[src/rtl/config_receiver.sv]
// Configuration bitstream receiver: packs MSB-first host bytes into WORD_W-bit tile words,
// strobes each tile once in order, then runs settle and arm phases before flagging ready.
module config_receiver #(
   parameter int  WORD_W     = 224,
   parameter int  NUM_WORDS  = 43,
   parameter int  SETTLE_CYC = 10,
   localparam int IDX_W      = (NUM_WORDS > 1) ? $clog2(NUM_WORDS) : 1
) (
   input  logic                 clock,
   input  logic                 rst,
   input  logic                 abort,
   input  logic [7:0]           in_data,
   input  logic                 in_valid,
   output logic                 in_ready,
   output logic [WORD_W-1:0]    configs_in,
   output logic [NUM_WORDS-1:0] configs_en,
   output logic                 ff_en,
   output logic                 rdy,
   output logic [IDX_W-1:0]     word_idx
);

   localparam int BYTES = WORD_W / 8;
   localparam int CNT_W = (BYTES > 1) ? $clog2(BYTES) : 1;
   localparam int SET_W = (SETTLE_CYC > 1) ? $clog2(SETTLE_CYC) : 1;
   localparam logic [NUM_WORDS-1:0] ONE = NUM_WORDS'(1);

   typedef enum logic [2:0] {IDLE, SHIFT, WRITE, SETTLE, ARM, DONE} state_t;

   state_t                 state_q;
   logic [CNT_W-1:0]       byteCnt_q;
   logic [SET_W-1:0]       settleCnt_q;
   logic [WORD_W-1:0]      shift_q;
   logic [WORD_W-1:0]      configsIn_q;
   logic [NUM_WORDS-1:0]   configsEn_q;
   logic [IDX_W-1:0]       wordIdx_q;
   logic                   inReady_q;
   logic                   ffEn_q;
   logic                   rdy_q;

   logic                   accept;
   logic                   lastByte;
   logic                   lastWord;
   logic                   settleDone;
   logic [WORD_W-1:0]      shift_d;
   logic [NUM_WORDS-1:0]   strobe_d;

   always_comb begin
      accept     = in_valid && inReady_q;
      lastByte   = (byteCnt_q == CNT_W'(BYTES - 1));
      lastWord   = (wordIdx_q == IDX_W'(NUM_WORDS - 1));
      settleDone = (settleCnt_q == SET_W'(SETTLE_CYC - 1));
      shift_d    = WORD_W'({shift_q, in_data});
      strobe_d   = ONE << wordIdx_q;
   end

   // Abort takes priority over any byte on the same edge; configs_in deliberately survives it.
   always_ff @(posedge clock or negedge rst) begin
      if (!rst) begin
         state_q     <= IDLE;
         byteCnt_q   <= '0;
         settleCnt_q <= '0;
         shift_q     <= '0;
         configsIn_q <= '0;
         configsEn_q <= '0;
         wordIdx_q   <= '0;
         inReady_q   <= 1'b0;
         ffEn_q      <= 1'b0;
         rdy_q       <= 1'b0;
      end else if (abort) begin
         state_q     <= IDLE;
         byteCnt_q   <= '0;
         settleCnt_q <= '0;
         shift_q     <= '0;
         configsEn_q <= '0;
         wordIdx_q   <= '0;
         inReady_q   <= 1'b0;
         ffEn_q      <= 1'b0;
         rdy_q       <= 1'b0;
      end else begin
         case (state_q)
            IDLE, SHIFT: begin
               inReady_q <= 1'b1;
               if (accept) begin
                  shift_q <= shift_d;
                  if (lastByte) begin
                     byteCnt_q   <= '0;
                     configsIn_q <= shift_d;
                     configsEn_q <= strobe_d;
                     inReady_q   <= 1'b0;
                     state_q     <= WRITE;
                  end else begin
                     byteCnt_q <= byteCnt_q + CNT_W'(1);
                     state_q   <= SHIFT;
                  end
               end
            end
            WRITE: begin
               configsEn_q <= '0;
               if (lastWord) begin
                  settleCnt_q <= '0;
                  state_q     <= SETTLE;
               end else begin
                  wordIdx_q <= wordIdx_q + IDX_W'(1);
                  inReady_q <= 1'b1;
                  state_q   <= SHIFT;
               end
            end
            SETTLE: begin
               if (settleDone) begin
                  settleCnt_q <= '0;
                  ffEn_q      <= 1'b1;
                  state_q     <= ARM;
               end else begin
                  settleCnt_q <= settleCnt_q + SET_W'(1);
               end
            end
            ARM: begin
               if (settleDone) begin
                  settleCnt_q <= '0;
                  rdy_q       <= 1'b1;
                  state_q     <= DONE;
               end else begin
                  settleCnt_q <= settleCnt_q + SET_W'(1);
               end
            end
            DONE: begin
               inReady_q <= 1'b0;
            end
            default: begin
               state_q <= IDLE;
            end
         endcase
      end
   end

   assign in_ready   = inReady_q;
   assign configs_in = configsIn_q;
   assign configs_en = configsEn_q;
   assign ff_en      = ffEn_q;
   assign rdy        = rdy_q;
   assign word_idx   = wordIdx_q;

   // Structural invariants of the receiver.
   assert property (@(posedge clock) disable iff (!rst) wordIdx_q <= IDX_W'(NUM_WORDS - 1));
   assert property (@(posedge clock) disable iff (!rst) $onehot0(configsEn_q));
   assert property (@(posedge clock) disable iff (!rst)
                    inReady_q |-> (state_q == IDLE || state_q == SHIFT));

endmodule

[config.mk]
export PLATFORM = sky130hd
export DESIGN_NAME = config_receiver
export DESIGN_NICKNAME = d
export VERILOG_FILES = /design/src/rtl/config_receiver.sv
export SDC_FILE = /design/constraint.sdc
export NUM_CORES = 1
export LEC_CHECK = 0
export ABC_AREA = 1
export CORE_MARGIN = 5
export CORE_UTILIZATION = 39
export CTS_CLUSTER_SIZE = 28
export DETAILED_ROUTE_END_ITERATION = 10
export HOLD_SLACK_MARGIN = 0.12
export PLACE_DENSITY_LB_ADDON = 0.2
export REMOVE_ABC_BUFFERS = 1
export SLEW_MARGIN = 20
export SYNTH_ARGS = -nofsm -noshare
export SYNTH_HDL_FRONTEND = slang
export SYNTH_SLANG_ARGS = --single-unit
export TNS_END_PERCENT = 20
[constraint.sdc]
create_clock -name clock -period 1.5 [get_ports clock]
set_clock_uncertainty 0.05 [all_clocks]
set_input_delay 0.3 -clock clock [delete_from_list [all_inputs] [get_ports clock]]
set_output_delay 0.3 -clock clock [all_outputs]
set_load 0.01 [all_outputs]
**Yosys cells after proc, flatten, opt, wreduce, memory -nomap -nowiden**

Cells that the tools add are included.

- $add $sub $neg: 3
- Eq/ne operators: 16
- Shifts and indexed selects: 1
- Mux-type cells: 35
- Bitwise gates (word level): 1
- Reductions and logical operators: 22

Operators with widths:

| kind | number |
|---|---|
| 216-bit two-way mux | 3 |
| 43-bit two-way mux | 3 |
| 43-bit case mux with 2 select lines | 1 |
| 1-bit by 6-bit << shifter with 43-bit output, first input constant | 1 |
| 5-bit two-way mux | 4 |
| 6-bit two-way mux | 3 |
| 3-bit != test, second input constant | 6 |
| 3-bit case mux with 5 select lines | 1 |
| 3-bit two-way mux | 4 |
| 4-bit two-way mux | 3 |
| 2-bit AND reduction | 6 |
| 2-bit nonzero test | 6 |
| 1-bit two-way mux | 9 |
| 4-bit case mux with 2 select lines | 1 |
| 4-bit AND reduction | 2 |
| 6-bit by 1-bit adder with 6-bit output, second input constant | 1 |
| 3-bit by 2-bit == test with 1-bit output, second input constant | 2 |
| 3-bit == test, second input constant | 2 |
| 6-bit == test, second input constant | 1 |
| 3-bit nonzero test | 2 |
| 5-bit by 1-bit adder with 5-bit output, second input constant | 1 |
| 5-bit == test, second input constant | 1 |
| 4-bit by 1-bit adder with 4-bit output, second input constant | 1 |
| 4-bit == test, second input constant | 1 |
| 10 further kinds | 13 |

- Flip-flop bits (word level): 504

**Logic depth before layout (Yosys ltp)**

Gate-level depths: netlist (run 1).

- Depth after elaboration: 5
- Mapped depth: 11
- Depth with buffers taken out: 10

**Worst setup path before layout (run 1)**

No wires, ideal clock.

- Path kind: register to register
- Start point: reg byteCnt_q[0]
- End point: reg configsIn_q[213], in the netlist configs_in[213]
- Library setup time: 130 ps
- Data arrival time: 1,462 ps
- Data required time: 1,320 ps
- Setup slack: -143 ps
- Stages on the path, launching flop included: 10
- Buffers on the path: 2
- Period minus slack after synthesis: 1,643 ps
- Cells stage by stage: dfrtp_1 ha_1 nand2_1 inv_1 nand2_1 inv_2 nand4_2 buf_2 clkbuf_1 o21ai_1

- Cells in the longest elaborated chain, start to end: 2

RTL lines:

| item | RTL line | source |
|---|---|---|
| from (decl) | 30 | `logic [CNT_W-1:0] byteCnt_q;` |
| from (signal assigned) | 92 | `byteCnt_q <= byteCnt_q + CNT_W'(1);` |
| 5-bit == test | 49 | `lastByte = (byteCnt_q == CNT_W'(BYTES - 1));` |
| 4-bit AND reduction (no source line) | - |  |
| to (signal assigned) | 87 | `configsIn_q <= shift_d;` |
| to (decl) | 33 | `logic [WORD_W-1:0] configsIn_q;` |

Every way passes these cells.
A chain may end at the register's enable or synchronous reset.

**Worst setup path in the final report (run 1)**

- Start point: reg byteCnt_q[0]
- End point: reg configsIn_q[88], in the netlist configs_in[88]

The elaborated chain is that of the path after synthesis.

==> impl_metrics.yaml, run 1 <==
status:
  outcome: "finished with violations"
  violations: "negative setup slack"
die:
  io_pins: 288
  dieArea_mm2: 0.05262
  core_mm2: 0.04765
  floorplan.die.width_um: 229.4
  die_y_um: 229.4
  num_rows: 80
  initial_utilization_pct: 39.40
cts:
  cts_buffer_depth: 3
  clk_pin_slew_ns: 0.06
  numCtsBuffers: 53
  cts_sinks: 504
  htree_levels: 2
  cts_tree: "built"
  worst_skew_pair.late_latency_ns: 0.60
  root_buffer: "clkbuf_16"
synthesis:
  ys_types: 30
  synth_seq_area_share_pct: 67.18
  synth.cell_area_mm2: 0.01877
  ys_seq_elements: 504
  syn_avg_cell_area_um2: 10.38
  yosys_warnings: 0
  syn_inst: 1808
detailed_routing:
  drt_iter0_markers: 869
  drc: 0
  routed_wl_um: 51740
  drt_first_pass_iters: 5
  vias: 14590
  postRouteAntennaNets: 0
  vias_per_cell: 5.002
  routedWlPerCell_um: 17.74
power:
  leakage_nw: 13.08
  power-per-cell-area_mw_per_mm2: 1031
  ir_drop_mv: 0.6845
  p_total_mw: 27.24
global_routing:
  grt_pass1_vias: 14520
  grt_max_degree: 79
  overflow: 0
  grt_usage_pct: 18.32
  antenna_found_initial: 0
  grt_pass1_wl_um: 79360
final_layout:
  drive_gt1_share_pct: 26.42
  instances_no_fill: 2916
  diodes: 0
  syn2layout_area_growth_pct: 40.74
  finalNetCount: 2282
  nFillCells: 4190
timing:
  finalCritPeriodShare_pct: 115.5
  finalSetupViolCount: 659
  fmax_ghz: 0.5773
  rsz0062_at_grt: "true"
  worst_slack_ns: -0.2323
  worst_pin_slew_ns: 0.5037
  maxSlewViolCount: 0
  finalCriticalPeriod_ns: 1.732
  relSlewSlack_pct: 66.42
  hold_violations: 0
worst_setup_path:
  path_cells: "ha_2, nand2_2, inv_2, nand2_4, inv_4, buf_12, nand2_8, buf_12, buf_12, clkbuf_16, nand2_2, o21ai_2"
  critical_path_required_ns: 1.93
  max_stage_delay_ns: 0.36
  start_kind: "register"
  cp_max_fo: 8
  worst_path_most_repeated_cell: "buf_12"
  end_kind: "register"
  cpMaxStageDelayCell: "dfrtp_1"
  path_class: "register to register"
  crit_arrival_ns: 2.16
place:
  dp_slack_ns: -0.5163
  placedCellCount: 2720
  gp_congestion: 0.7819
  numPortBuffers: 287
  hpwlAfterDp_um: 31370
min_path:
  holdCritPathClass: "input pin to register"
job:
  maxCapViolCount: 0
[path summary, 6_finish.rpt]
path / slack (ns) / cells past startpoint / endpoint / from
setup / recovery: -0.23 / 12 / configs_in[88]$_DFFE_PN0P_ / byteCnt_q[0]$_DFFE_PN0P_
hold / removal: 0.23 / 3 / configs_in[4]$_DFFE_PN0P_ / in_data[4]
hold reg to reg: 0.43 / 2 / configs_in[205]$_DFFE_PN0P_ / configs_in[205]$_DFFE_PN0P_
min in group asynchronous: 0.29 / 3 / shift_q[160]$_DFFE_PN0P_ / rst
setup reg to reg: -0.23 / 12 / configs_in[88]$_DFFE_PN0P_ / byteCnt_q[0]$_DFFE_PN0P_
max in group asynchronous: 0.34 / 3 / shift_q[183]$_DFFE_PN0P_ / rst
[cell type report]
| type | instances | area (µm²) | share of cell area (%) |
|---|---|---|---|
| flip-flops and latches | 504 | 12610 | 47.74 |
| inverters | 252 | 963.4 | 3.647 |
| repair buffers | 510 | 5106 | 19.33 |
| multi-input cells | 940 | 5289 | 20.02 |
| clock buffers | 73 | 1513 | 5.726 |
| well taps | 615 | 769.5 | 2.912 |
| clock inverters | 22 | 166.4 | 0.6299 |
[sequential cells by signal, indices dropped and copies added, names as in the netlist]
signal	count
state_q	3
configs_en	43
rdy	1
in_ready	1
configs_in	224
ff_en	1
byteCnt_q	5
settleCnt_q	4
shift_q	216
word_idx	6
[cell usage after synthesis, drive strengths merged]
library cell | n | area, µm²
a21oi | 1 | 5.000
a22o | 1 | 8.760
buf | 76 | 430.4
clkbuf | 36 | 136.4
dfrtp | 504 | 12610
ha | 9 | 112.6
inv | 252 | 945.9
nand2 | 358 | 1349
nand3 | 61 | 310.3
nand4 | 8 | 56.30
nor2 | 29 | 121.4
nor3 | 7 | 57.55
o21a | 1 | 7.510
o21ai | 242 | 1211
o21bai | 1 | 7.510
o22ai | 217 | 1358
xnor2 | 1 | 8.760
xor2 | 4 | 35.03
[what timing repair did]
| item | 4_1_cts | 5_1_grt |
|---|---|---|
| endpoints found under the setup margin | 770 | 776 |
| hold endpoints to repair | 504 | 0 |
| pin swaps | 2 | 6 |
| setup buffers | 58 | 10 |
| hold buffers | 2 | 0 |
| gates resized for setup | 886 | 187 |
| cloned | 13 | 19 |
[where the power goes]
part | internal (mW) | leakage [nW] | total, mW | switching, mW
clock | 7.23 | 0.829 | 12.6 | 5.37
sequential | 13.6 | 7.03 | 13.6 | 0.0124
combinational | 0.355 | 5.22 | 1.01 | 0.658
[layer usage]
layer  track usage [%]  share of wire, %
met5                 0                 0
met4             4.548               1.8
met3             4.236               5.6
met2             29.17                49
met1             25.67                44
[kinds of logic (layout without fill, tap and decap cells)]
family                   Yosys count  after routing  synth area share (%)
flip-flops                       504            504                 67.18
AO/OA/AOI/OAI                    463            463                 13.84
AND/OR/NAND/NOR                  463            463                 10.09
buffers and inverters            364            857                 8.058
adder cells (fa/ha/maj)            9              9                0.5999
XOR/XNOR                           5              5                0.2333
[through the flow]
step / hold WS (ns) / utilization (%) / instance area, µm² / TNS, ns
2_1_floorplan: -0.04559 / - / 18210 / -1398.03
3_3_place_gp: 0.1060 / 48.93 / 23310 / -214.60
3_5_place_dp: 0.1033 / 48.93 / 23310 / -220.92
4_1_cts: 0.1906 / 53.23 / 25360 / -77.41
5_1_grt: 0.2415 / 55.45 / 26420 / -119.71
6_report: 0.2303 / 55.45 / 26420 / -71.94
[layout by cell type (no fill, tap or decap), drive strengths merged]
master / synthesis / layout
dfrtp: 504 / 504
buf: 76 / 362
nand2: 358 / 358
inv: 252 / 254
o21ai: 242 / 242
o22ai: 217 / 217
dlygate4sd2: 0 / 122
clkbuf: 36 / 87
nand3: 61 / 61
nor2: 29 / 29
clkinv: 0 / 15
clkdlybuf4s50: 0 / 10
ha: 9 / 9
nand4: 8 / 8
nor3: 7 / 7
xor2: 4 / 4
clkinvlp: 0 / 4
dlygate4sd3: 0 / 2
xnor2: 1 / 1
a21oi: 1 / 1
a22o: 1 / 1
o21a: 1 / 1
o21bai: 1 / 1
bufinv: 0 / 1
[critical path: cells and delay by family, from the launching register on]
kind	cells	cell delay (ns)
fa+ha+maj	1	0.20
buf+inv	6	0.72
flops	1	0.36
simple gates	4	0.24
compound gates	1	0.05
Note: power is estimated with default switching activity, not from simulation.
==> run 2: changes to the inputs <==
Settings changed: ABC_CLOCK_PERIOD_IN_PS set to 1500, CTS_CLUSTER_SIZE 28 to 16, REMOVE_ABC_BUFFERS 1 to not set.
==> run 2 against run 1 <==
The flow still finishes with violations (negative setup slack). Maximum frequency up 2.4%. Die area unchanged. Cell count down 0.31%. Highest routed layer unchanged. Largest cell class unchanged.
==> impl_metrics.yaml, run 2 (synthesized netlist as in run 1, its figures left out) <==
power:
  internal-power_mw: 21.92
  switching_power_mw: 6.068
  seqPwrFrac_pct: 48.7
  ir_drop_mv: 0.7366
  p_comb_share_pct: 4.6
  power-per-cell-area_mw_per_mm2: 1075
  switching_share_pct: 21.68
  power.share.clock_pct: 46.7
  p_total_mw: 27.99
  leakage_nw: 12.89
final_layout:
  layout_common_cells: "dfrtp_1 (503), nand2_1 (348), inv_1 (247)"
  layout_commonest_cell: "dfrtp_1"
  finalNetCount: 2274
  syn2layout_area_growth_pct: 38.72
  final_area_mm2: 0.02604
  instances_no_fill: 2907
  largest_reg_flops: 224
  post-route-util_pct: 54.66
  diodes: 0
  drive_gt1_share_pct: 23.21
timing:
  worst_slack_ns: -0.1910
  rsz0062_at_grt: "true"
  relSlewSlack_pct: 66.84
  worst_pin_slew_ns: 0.4974
  hold_violations: 0
  finalCritPeriodShare_pct: 112.7
  finalCriticalPeriod_ns: 1.691
  tns_ns: -50.79
  whs_ns: 0.2604
  finalSetupViolCount: 605
  maxSlewViolCount: 0
  fmax_ghz: 0.5914
global_routing:
  grt_max_degree: 79
  grt_usage_pct: 18.31
  grt_pass1_wl_um: 79440
  antenna_found_initial: 0
  overflow: 0
  grt_pass1_vias: 14360
detailed_routing:
  postRouteAntennaNets: 0
  drc: 0
  vias_per_cell: 5.036
  vias: 14640
  routedWlPerCell_um: 18.54
  routed_wl_um: 53890
  drt_first_pass_iters: 6
  drt_iter0_markers: 1131
cts:
  worst_skew_pair.late_latency_ns: 0.58
  cts_buffer_depth: 3
  cts_tree: "built"
  cts_sinks: 504
  numCtsBuffers: 51
  root_buffer: "clkbuf_16"
  clk_pin_slew_ns: 0.06
  htree_levels: 2
die:
  io_pins: 288
  num_rows: 80
  initial_utilization_pct: 39.40
  core_mm2: 0.04765
  die_y_um: 229.4
  floorplan.die.width_um: 229.4
  dieArea_mm2: 0.05262
worst_setup_path:
  end_kind: "register"
  max_stage_delay_ns: 0.44
  crit_arrival_ns: 2.10
  rrSetupSlack_ns: -0.19
  path_class: "register to register"
  cp_max_fo: 62
  cpMaxStageDelayCell: "dfrtp_2"
  start_kind: "register"
  r2r_end: "configs_in[111]$_DFFE_PN0P_"
  reg2reg_depth: 8
  critical_path_required_ns: 1.91
  reg2reg_from: "state_q[1]$_DFFE_PN0P_"
  path_cells: "nor2_4, nand2_4, nor2_4, buf_12, nand2_8, buf_12, nand2_1, o21ai_1"
min_path:
  holdCritPathClass: "input pin to register"
  min_from: "in_data[7]"
  hold_depth: 3
  min_to: "shift_q[7]$_DFFE_PN0P_"
place:
  placedCellCount: 2732
  numPortBuffers: 287
  hpwlAfterDp_um: 33920
  gp_congestion: 0.8420
  dp_slack_ns: -0.4880
  place_area_mm2: 0.02329
job:
  maxCapViolCount: 0
status:
  outcome: "finished with violations"
  violations: "negative setup slack"
synthesis:
  syn_nets: 1829
-- run 2: cell count changes in the layout (fill, tap and decap cells not counted), moves of 33 or more --
cell     before  now
o22ai_2       0   33
nand2_4      37    4
nand2_1     280  348
nand2_2      39    4
o22ai_1     217  177
o21ai_2      44   10
-- run 2: critical path, delay by kind of cell, from the launching register on --
family	cells	cell delay, ns
AOI/OAI and AO/OA	1	0.07
buffers and inverters	2	0.36
DFF	1	0.44
and+or+nand+nor	5	0.62
-- run 2: cell type report --
type | count | area (µm²)
fillers | 4218 | 21600
flip-flops and latches | 504 | 12610
multi-input cells | 940 | 5117
repair buffers | 501 | 4795
clock buffers | 70 | 1448
inverters | 252 | 979.7
well taps | 615 | 769.5
clock inverters | 22 | 272.8
repair inverters | 3 | 47.55
-- run 2: layer usage --
layer  vias up  global-route usage (%)  part of all wire [%]
met1      7280                   26.16                    44
met2       416                   29.13                    48
met5         -                       0                     0
met3        79                   3.877                   5.7
met4         0                   4.022                   2.0
li1       6864                       -                     -
-- run 2: worst max-delay path by stage --
| stage | to | start | slack (ns) |
|---|---|---|---|
| finish | configs_in[111]$_DFFE_PN0P_ | state_q[1]$_DFFE_PN0P_ | -0.19 |
| global route | configs_in[111]$_DFFE_PN0P_ | state_q[1]$_DFFE_PN0P_ | -0.31 |
| CTS | configs_in[155]$_DFFE_PN0P_ | byteCnt_q[1]$_DFFE_PN0P_ | -0.17 |
| detailed placement | configs_en[27]$_DFFE_PN0P_ | in_valid | -0.49 |
| global placement | configs_en[41]$_DFFE_PN0P_ | in_valid | -0.52 |
| floorplan | configs_in[64]$_DFFE_PN0P_ | state_q[1]$_DFFE_PN0P_ | -0.05 |
-- run 2: what timing repair did --
action                                  4_1_cts  5_1_grt
cloned                                        0       40
pin swaps                                     0        5
endpoints found under the setup margin      768      771
gates resized for setup                     790      130
hold buffers                                  2        0
setup buffers                                33        9
endpoints found under the hold margin       504        0
-- run 2: power by group through the flow --
stage | clock (mW) | combinational, mW | sequential (mW)
after global placement | 0 | 0.925 | 13.9
after floorplan | 0 | 0.302 | 13.9
final | 13.1 | 1.30 | 13.6
after CTS | 13.3 | 0.952 | 13.6
after detailed placement | 0 | 0.937 | 13.9
after global routing | 13.9 | 1.41 | 13.6
